**config.mk**
```make
export PLATFORM = sky130hd
export DESIGN_NAME = halut_encoder_ctrl
export DESIGN_NICKNAME = d
export VERILOG_FILES = /design/src/rtl/halut_encoder_ctrl.sv
export SDC_FILE = /design/constraint.sdc
export NUM_CORES = 1
export LEC_CHECK = 0
export CELL_PAD_IN_SITES_DETAIL_PLACEMENT = 0
export CELL_PAD_IN_SITES_GLOBAL_PLACEMENT = 2
export CORE_ASPECT_RATIO = 0.9
export CORE_MARGIN = 2
export CORE_UTILIZATION = 22
export DETAILED_ROUTE_END_ITERATION = 12
export GPL_TIMING_DRIVEN = 0
export HOLD_SLACK_MARGIN = 0.1
export PLACE_DENSITY = 0.87
export RECOVER_POWER = 25
export SYNTH_ARGS = -nofsm -noshare
export SYNTH_HDL_FRONTEND = slang
export SYNTH_SLANG_ARGS = --single-unit
```
**constraint.sdc**
```tcl
create_clock -name clk_i -period 2.5 [get_ports clk_i]
set_clock_uncertainty 0.1 [all_clocks]
set_input_delay 0.625 -clock clk_i [delete_from_list [all_inputs] [get_ports clk_i]]
set_output_delay 0.625 -clock clk_i [all_outputs]
set_load 0.01 [all_outputs]
```
**src/rtl/halut_encoder_ctrl.sv**
```systemverilog
// halut_encoder_ctrl
//   Sequences a bank of HALUT encoder units. It forwards threshold writes to
//   the addressed unit and steps the units through every tree level of every
//   local codebook for each input row.
//
// Ports
//   clk_i, rst_i            clock, synchronous active-high reset
//   cfg_valid_i/ready_o     threshold write handshake (accepted only in IDLE)
//   cfg_unit_i/addr_i/data_i  write target unit, address, value
//   row_valid_i/ready_o     row handshake (cfg has priority)
//   pause_i                 upstream stall; freezes the encode sequence
//   enc_we_o/waddr_o/wdata_o  registered per-unit threshold write port
//   encoder_o               broadcast encode step
//   enc_valid_i             per-unit valid, sampled in DRAIN
//   level_o, c_idx_o        current tree level / local codebook
//   busy_o, row_done_o      not idle / one-cycle row completion
//   err_o                   sticky: bad cfg unit or incomplete units at DRAIN
module halut_encoder_ctrl #(
  parameter int K                  = 16,
  parameter int C                  = 32,
  parameter int EncUnits           = 4,
  parameter int DataTypeWidth      = 16,
  parameter int TreeDepth          = $clog2(K),
  parameter int CPerEncUnit        = C / EncUnits,
  parameter int ThreshMemAddrWidth = $clog2(CPerEncUnit * K),
  parameter int UnitIdxWidth       = (EncUnits > 1) ? $clog2(EncUnits) : 1,
  localparam int LevelWidth        = (TreeDepth > 1) ? $clog2(TreeDepth) : 1,
  localparam int CIdxWidth         = (CPerEncUnit > 1) ? $clog2(CPerEncUnit) : 1
) (
  input  logic                          clk_i,
  input  logic                          rst_i,
  input  logic                          cfg_valid_i,
  output logic                          cfg_ready_o,
  input  logic [UnitIdxWidth-1:0]       cfg_unit_i,
  input  logic [ThreshMemAddrWidth-1:0] cfg_addr_i,
  input  logic [DataTypeWidth-1:0]      cfg_data_i,
  input  logic                          row_valid_i,
  output logic                          row_ready_o,
  input  logic                          pause_i,
  output logic [EncUnits-1:0]           enc_we_o,
  output logic [ThreshMemAddrWidth-1:0] enc_waddr_o,
  output logic [DataTypeWidth-1:0]      enc_wdata_o,
  output logic                          encoder_o,
  input  logic [EncUnits-1:0]           enc_valid_i,
  output logic [LevelWidth-1:0]         level_o,
  output logic [CIdxWidth-1:0]          c_idx_o,
  output logic                          busy_o,
  output logic                          row_done_o,
  output logic                          err_o
);

  localparam logic [LevelWidth-1:0] LastLevel = LevelWidth'(TreeDepth - 1);
  localparam logic [CIdxWidth-1:0]  LastCIdx  = CIdxWidth'(CPerEncUnit - 1);

  typedef enum logic [1:0] {
    IDLE  = 2'd0,
    ENC   = 2'd1,
    DRAIN = 2'd2
  } state_t;

  state_t                  r_state;
  state_t                  w_state_next;
  logic [LevelWidth-1:0]   r_level;
  logic [CIdxWidth-1:0]    r_c_idx;
  logic [EncUnits-1:0]     r_enc_we;
  logic [EncUnits-1:0]     w_enc_we_next;
  logic [ThreshMemAddrWidth-1:0] r_enc_waddr;
  logic [DataTypeWidth-1:0]      r_enc_wdata;
  logic                    r_err;
  logic                    w_cfg_hs;
  logic                    w_row_hs;
  logic                    w_unit_bad;
  logic                    w_last_step;

  assign cfg_ready_o = (r_state == IDLE);
  assign row_ready_o = (r_state == IDLE) && !cfg_valid_i;
  assign busy_o      = (r_state != IDLE);
  assign w_cfg_hs    = cfg_valid_i && cfg_ready_o;
  assign w_row_hs    = row_valid_i && row_ready_o;
  assign w_unit_bad  = w_cfg_hs && (32'(cfg_unit_i) >= EncUnits);
  assign w_last_step = (r_level == LastLevel) && (r_c_idx == LastCIdx);

  assign level_o     = r_level;
  assign c_idx_o     = r_c_idx;
  assign enc_we_o    = r_enc_we;
  assign enc_waddr_o = r_enc_waddr;
  assign enc_wdata_o = r_enc_wdata;
  assign err_o       = r_err;

  always_ff @(posedge clk_i) begin
    if (rst_i) r_state <= IDLE;
    else       r_state <= w_state_next;
  end

  always_comb begin
    w_state_next = r_state;
    encoder_o    = 1'b0;
    row_done_o   = 1'b0;
    unique case (r_state)
      IDLE: begin
        if (w_row_hs) w_state_next = ENC;
      end
      ENC: begin
        encoder_o = !pause_i;
        if (!pause_i && w_last_step) w_state_next = DRAIN;
      end
      DRAIN: begin
        row_done_o   = 1'b1;
        w_state_next = IDLE;
      end
      default: w_state_next = IDLE;
    endcase
  end

  // Counters are held at zero outside ENC, so leaving the last step into
  // DRAIN and entering ENC from IDLE both see level/c_idx at 0.
  always_ff @(posedge clk_i) begin
    if (rst_i || (r_state != ENC)) begin
      r_level <= '0;
      r_c_idx <= '0;
    end else if (encoder_o) begin
      if (r_level == LastLevel) begin
        r_level <= '0;
        r_c_idx <= (r_c_idx == LastCIdx) ? '0 : r_c_idx + 1'b1;
      end else begin
        r_level <= r_level + 1'b1;
      end
    end
  end

  // Out-of-range unit indices match no bit, so the write is silently dropped.
  always_comb begin
    w_enc_we_next = '0;
    for (int unsigned u = 0; u < EncUnits; u++) begin
      if (w_cfg_hs && (32'(cfg_unit_i) == u)) w_enc_we_next[u] = 1'b1;
    end
  end

  always_ff @(posedge clk_i) begin
    if (rst_i) begin
      r_enc_we    <= '0;
      r_enc_waddr <= '0;
      r_enc_wdata <= '0;
    end else begin
      r_enc_we <= w_enc_we_next;
      if (w_cfg_hs) begin
        r_enc_waddr <= cfg_addr_i;
        r_enc_wdata <= cfg_data_i;
      end
    end
  end

  always_ff @(posedge clk_i) begin
    if (rst_i) begin
      r_err <= 1'b0;
    end else if (w_unit_bad || ((r_state == DRAIN) && (enc_valid_i != '1))) begin
      r_err <= 1'b1;
    end
  end

endmodule

```
==> qor.tcl <==
set qor(synthesis.instances) 152
set qor(max_slew_margin_pct) 66.4
set qor(crit_required_ps) 1770
set qor(cts.sink_count) 35
set qor(worst-setup-path-type) {input port to output pin}
set qor(grt_use_met1_pct) 14.0
set qor(drive_gt1_share_pct) 7.36
set qor(setup_viol) 0
set qor(cts_h_tree_depth) 2
set qor(ys_types) 24
set qor(cellPowerDensity_mw_per_mm2) 540
set qor(post_drt_via_cell_ratio) 4.17
set qor(start_util_pct) 23.1
set qor(holdCritPathClass) {flip-flop to flip-flop}
set qor(fp.dieArea_sq_mm) 0.00664
set qor(report.final.slew_viol_count) 0
set qor(crit-reg2reg-launch) {r_state[1]$_SDFFE_PP0P_}
set qor(drt_iter0_drc) 40
set qor(path_cells) {clkdlybuf4s50_1 > nor3b_1 > dlygate4sd2_1}
set qor(gr-usage-met2_pct) 15.5
set qor(dp_hpwl_um) 2470
set qor(route.final.wire_length_um) 3440
set qor(ff2ff_path_depth) 5
set qor(highest_fanout_seen_on_the_critical_path) 5
set qor(cellLeakagePower_nw) 0.852
set qor(clockBufferDepth) 2
set qor(final_antenna_net_count) 0
set qor(mappedNetlistArea_sq_mm) 0.00132
set qor(drt-pass1-iter-count) 4
set qor(report.final.hold_viol_count) 0
set qor(drc_errors) 0
set qor(fin_tns_setup_ps) 0
set qor(post_synth.cell_area_avg_sq_um) 8.69
set qor(mostFrequentLayoutCell) {clkdlybuf4s50_1}
set qor(numCtsBuffers) 5
set qor(fp-row-count) 26
set qor(rr_endpoint) {enc_wdata_o[6]$_SDFFE_PP0P_}
set qor(yosys_register_bits) 35
set qor(worstSetupStartpoint) {pause_i}
set qor(grt_antenna_before_repair) 0
set qor(final.fill_count) 618
set qor(regToRegSetupSlack_ps) 950
set qor(die_h_um) 77.5
set qor(cts_root_buffer) {clkbuf_8}
set qor(synth_nets) 189
set qor(vdd_ir_max_v) 0.000258
set qor(overflow) 0
set qor(globalRouteMet3Util_pct) 5.00
set qor(setup.worst_path.end_class) {output pin}
set qor(maxClockFrequency_mhz) 434
set qor(final_net_count) 267
set qor(status) {complete, no violations}
set qor(slowest_stage) {clkdlybuf4s50_1}
set qor(tightestPinTransition_ps) 504
set qor(grtUsageTotal_pct) 10.7
set qor(via_count) 1256
set qor(detail_route.wl_per_cell_um) 11.4
set qor(worstSkewPairLatency_ps) 280
set qor(design.core.area_sq_mm) 0.00573
set qor(grt_max_degree) 12
set qor(floorplan.io_pins) 72
set qor(cap_viol_max_count) 0
set qor(finalPower_mw) 1.18
set qor(cts_tree) {yes}
set qor(critical_path.endpoint) {encoder_o}
set qor(crit_arrival_ps) 1580
set qor(port_buffers) 71
set qor(grt_pass1_vias) 1162
set qor(mostFrequentLayoutCells) {clkdlybuf4s50_1, nand2_1, dfxtp_1, a21oi_1, nor2_1}
set qor(path_clk_slew_ps) 70
set qor(chipWidth_um) 85.7
set qor(grt_pass1_wl_um) 5600
set qor(gp_routability_congestion) 0.659
set qor(yosys_warnings) 0
set qor(min_period_ps) 2310
set qor(globalRoute.busiestLayer) {met2}
set qor(antenna-diode-count) 0
set qor(setup.worst_path.start_class) {input port}
set qor(rsz0062_at_grt) {false}
set qor(max_stage_delay_ps) 480
set qor(timing.final.crit_share_pct) 92.2
set qor(area_growth_pct) 65.6
set qor(yosysSeqAreaShare_pct) 53.0
-- synth_stat cells --
cell,n,area share [%]
a21oi_1,26,9.8
nor3b_1,1,0.57
nor2b_1,2,0.95
nor3b_2,1,0.95
ha_1,3,2.8
nor2_1,9,2.6
dfxtp_1,35,53
clkbuf_1,5,1.4
or2_2,1,0.47
or3b_1,1,0.66
buf_6,2,1.7
nor3_2,1,0.76
and3_1,1,0.47
or3b_2,1,0.66
nor4_1,1,0.47
nor4_2,1,0.95
nand2_1,48,14
inv_1,2,0.57
nor4b_2,2,2.3
mux2i_1,4,3.0
buf_2,2,0.76
nor3_1,1,0.38
nand4_1,1,0.47
buf_4,1,0.57
-- power breakdown --
group	leakage, nW	internal, mW	switching (mW)
logic	0.518	0.116	0.0808
clock network	0.0477	0.190	0.199
registers	0.286	0.583	0.0130
total	0.852	0.889	0.292
-- registers in the layout (all words and copies together), names as in the netlist --
register	flops
enc_wdata_o	16
enc_waddr_o	7
enc_we_o	4
c_idx_o	3
level_o	2
r_state	2
err_o	1
-- worst min path at each step --
| stage | from | end | slack (ps) | cells after the start |
|---|---|---|---|---|
| 3_5_place_dp | enc_wdata_o[4]$_SDFFE_PP0P_ | enc_wdata_o[4]$_SDFFE_PP0P_ | 350 | 2 |
| 2_1_floorplan | enc_waddr_o[0]$_SDFFE_PP0P_ | enc_waddr_o[0]$_SDFFE_PP0P_ | 380 | 2 |
| 5_1_grt | enc_wdata_o[7]$_SDFFE_PP0P_ | enc_wdata_o[7]$_SDFFE_PP0P_ | 380 | 2 |
| 6_report | enc_wdata_o[2]$_SDFFE_PP0P_ | enc_wdata_o[2]$_SDFFE_PP0P_ | 350 | 2 |
| 4_1_cts | enc_wdata_o[4]$_SDFFE_PP0P_ | enc_wdata_o[4]$_SDFFE_PP0P_ | 360 | 2 |
| 3_3_place_gp | enc_wdata_o[4]$_SDFFE_PP0P_ | enc_wdata_o[4]$_SDFFE_PP0P_ | 340 | 2 |
-- area by class of cell --
class / instances / area, sq um / area share [%]
plain buffers: 10 / 55.1 / 2.52
repair buffers: 71 / 712 / 32.5
clock buffers: 5 / 68.8 / 3.14
inverters: 2 / 7.51 / 0.343
well taps: 70 / 87.6 / 4.00
clock inverters: 3 / 15.0 / 0.686
flip-flops and latches: 35 / 701 / 32.0
multi-input cells: 105 / 542 / 24.8
-- kinds of logic after synthesis --
family,Yosys count,synth area share [%]
AO/OA/AOI/OAI,26,9.85
adder cells (fa/ha/maj),3,2.84
buffers and inverters,12,5.02
flip-flops,35,53.0
multiplexers,4,3.03
AND/OR/NAND/NOR,72,26.2
-- routing by layer --
metal | routed length (um) | share of wire, %
met4 | 40 | 1.2
met5 | 0 | 0
met2 | 1440 | 42
met1 | 1640 | 48
met3 | 319 | 9.3
-- worst max-delay path, delay by kind of cell --
family / cells / cell delay (ps)
buffers and inverters: 2 / 760
and+or+nand+nor: 1 / 190
-- through the flow --
| step | hold WS [ps] | instances | worst slack [ps] | util [%] | instance area (sq um) |
|---|---|---|---|---|---|
| after floorplan | 381 | 152 | 841 | - | 1320 |
| after global placement | 341 | 293 | -118 | 37.0 | 2120 |
| after detailed placement | 346 | 293 | -105 | 37.0 | 2120 |
| after CTS | 356 | 301 | 41.1 | 38.5 | 2200 |
| after global routing | 377 | 301 | 102 | 38.2 | 2190 |
| final | 353 | 301 | 195 | 38.2 | 2190 |
-- what timing repair did --
action,CTS,global route
resized for setup,1,1
pin swaps,0,0
buffers inserted,0,0
endpoints found under the setup margin,1,1
hold buffers,0,0
No activity file was read; power rests on OpenSTA's default activity.
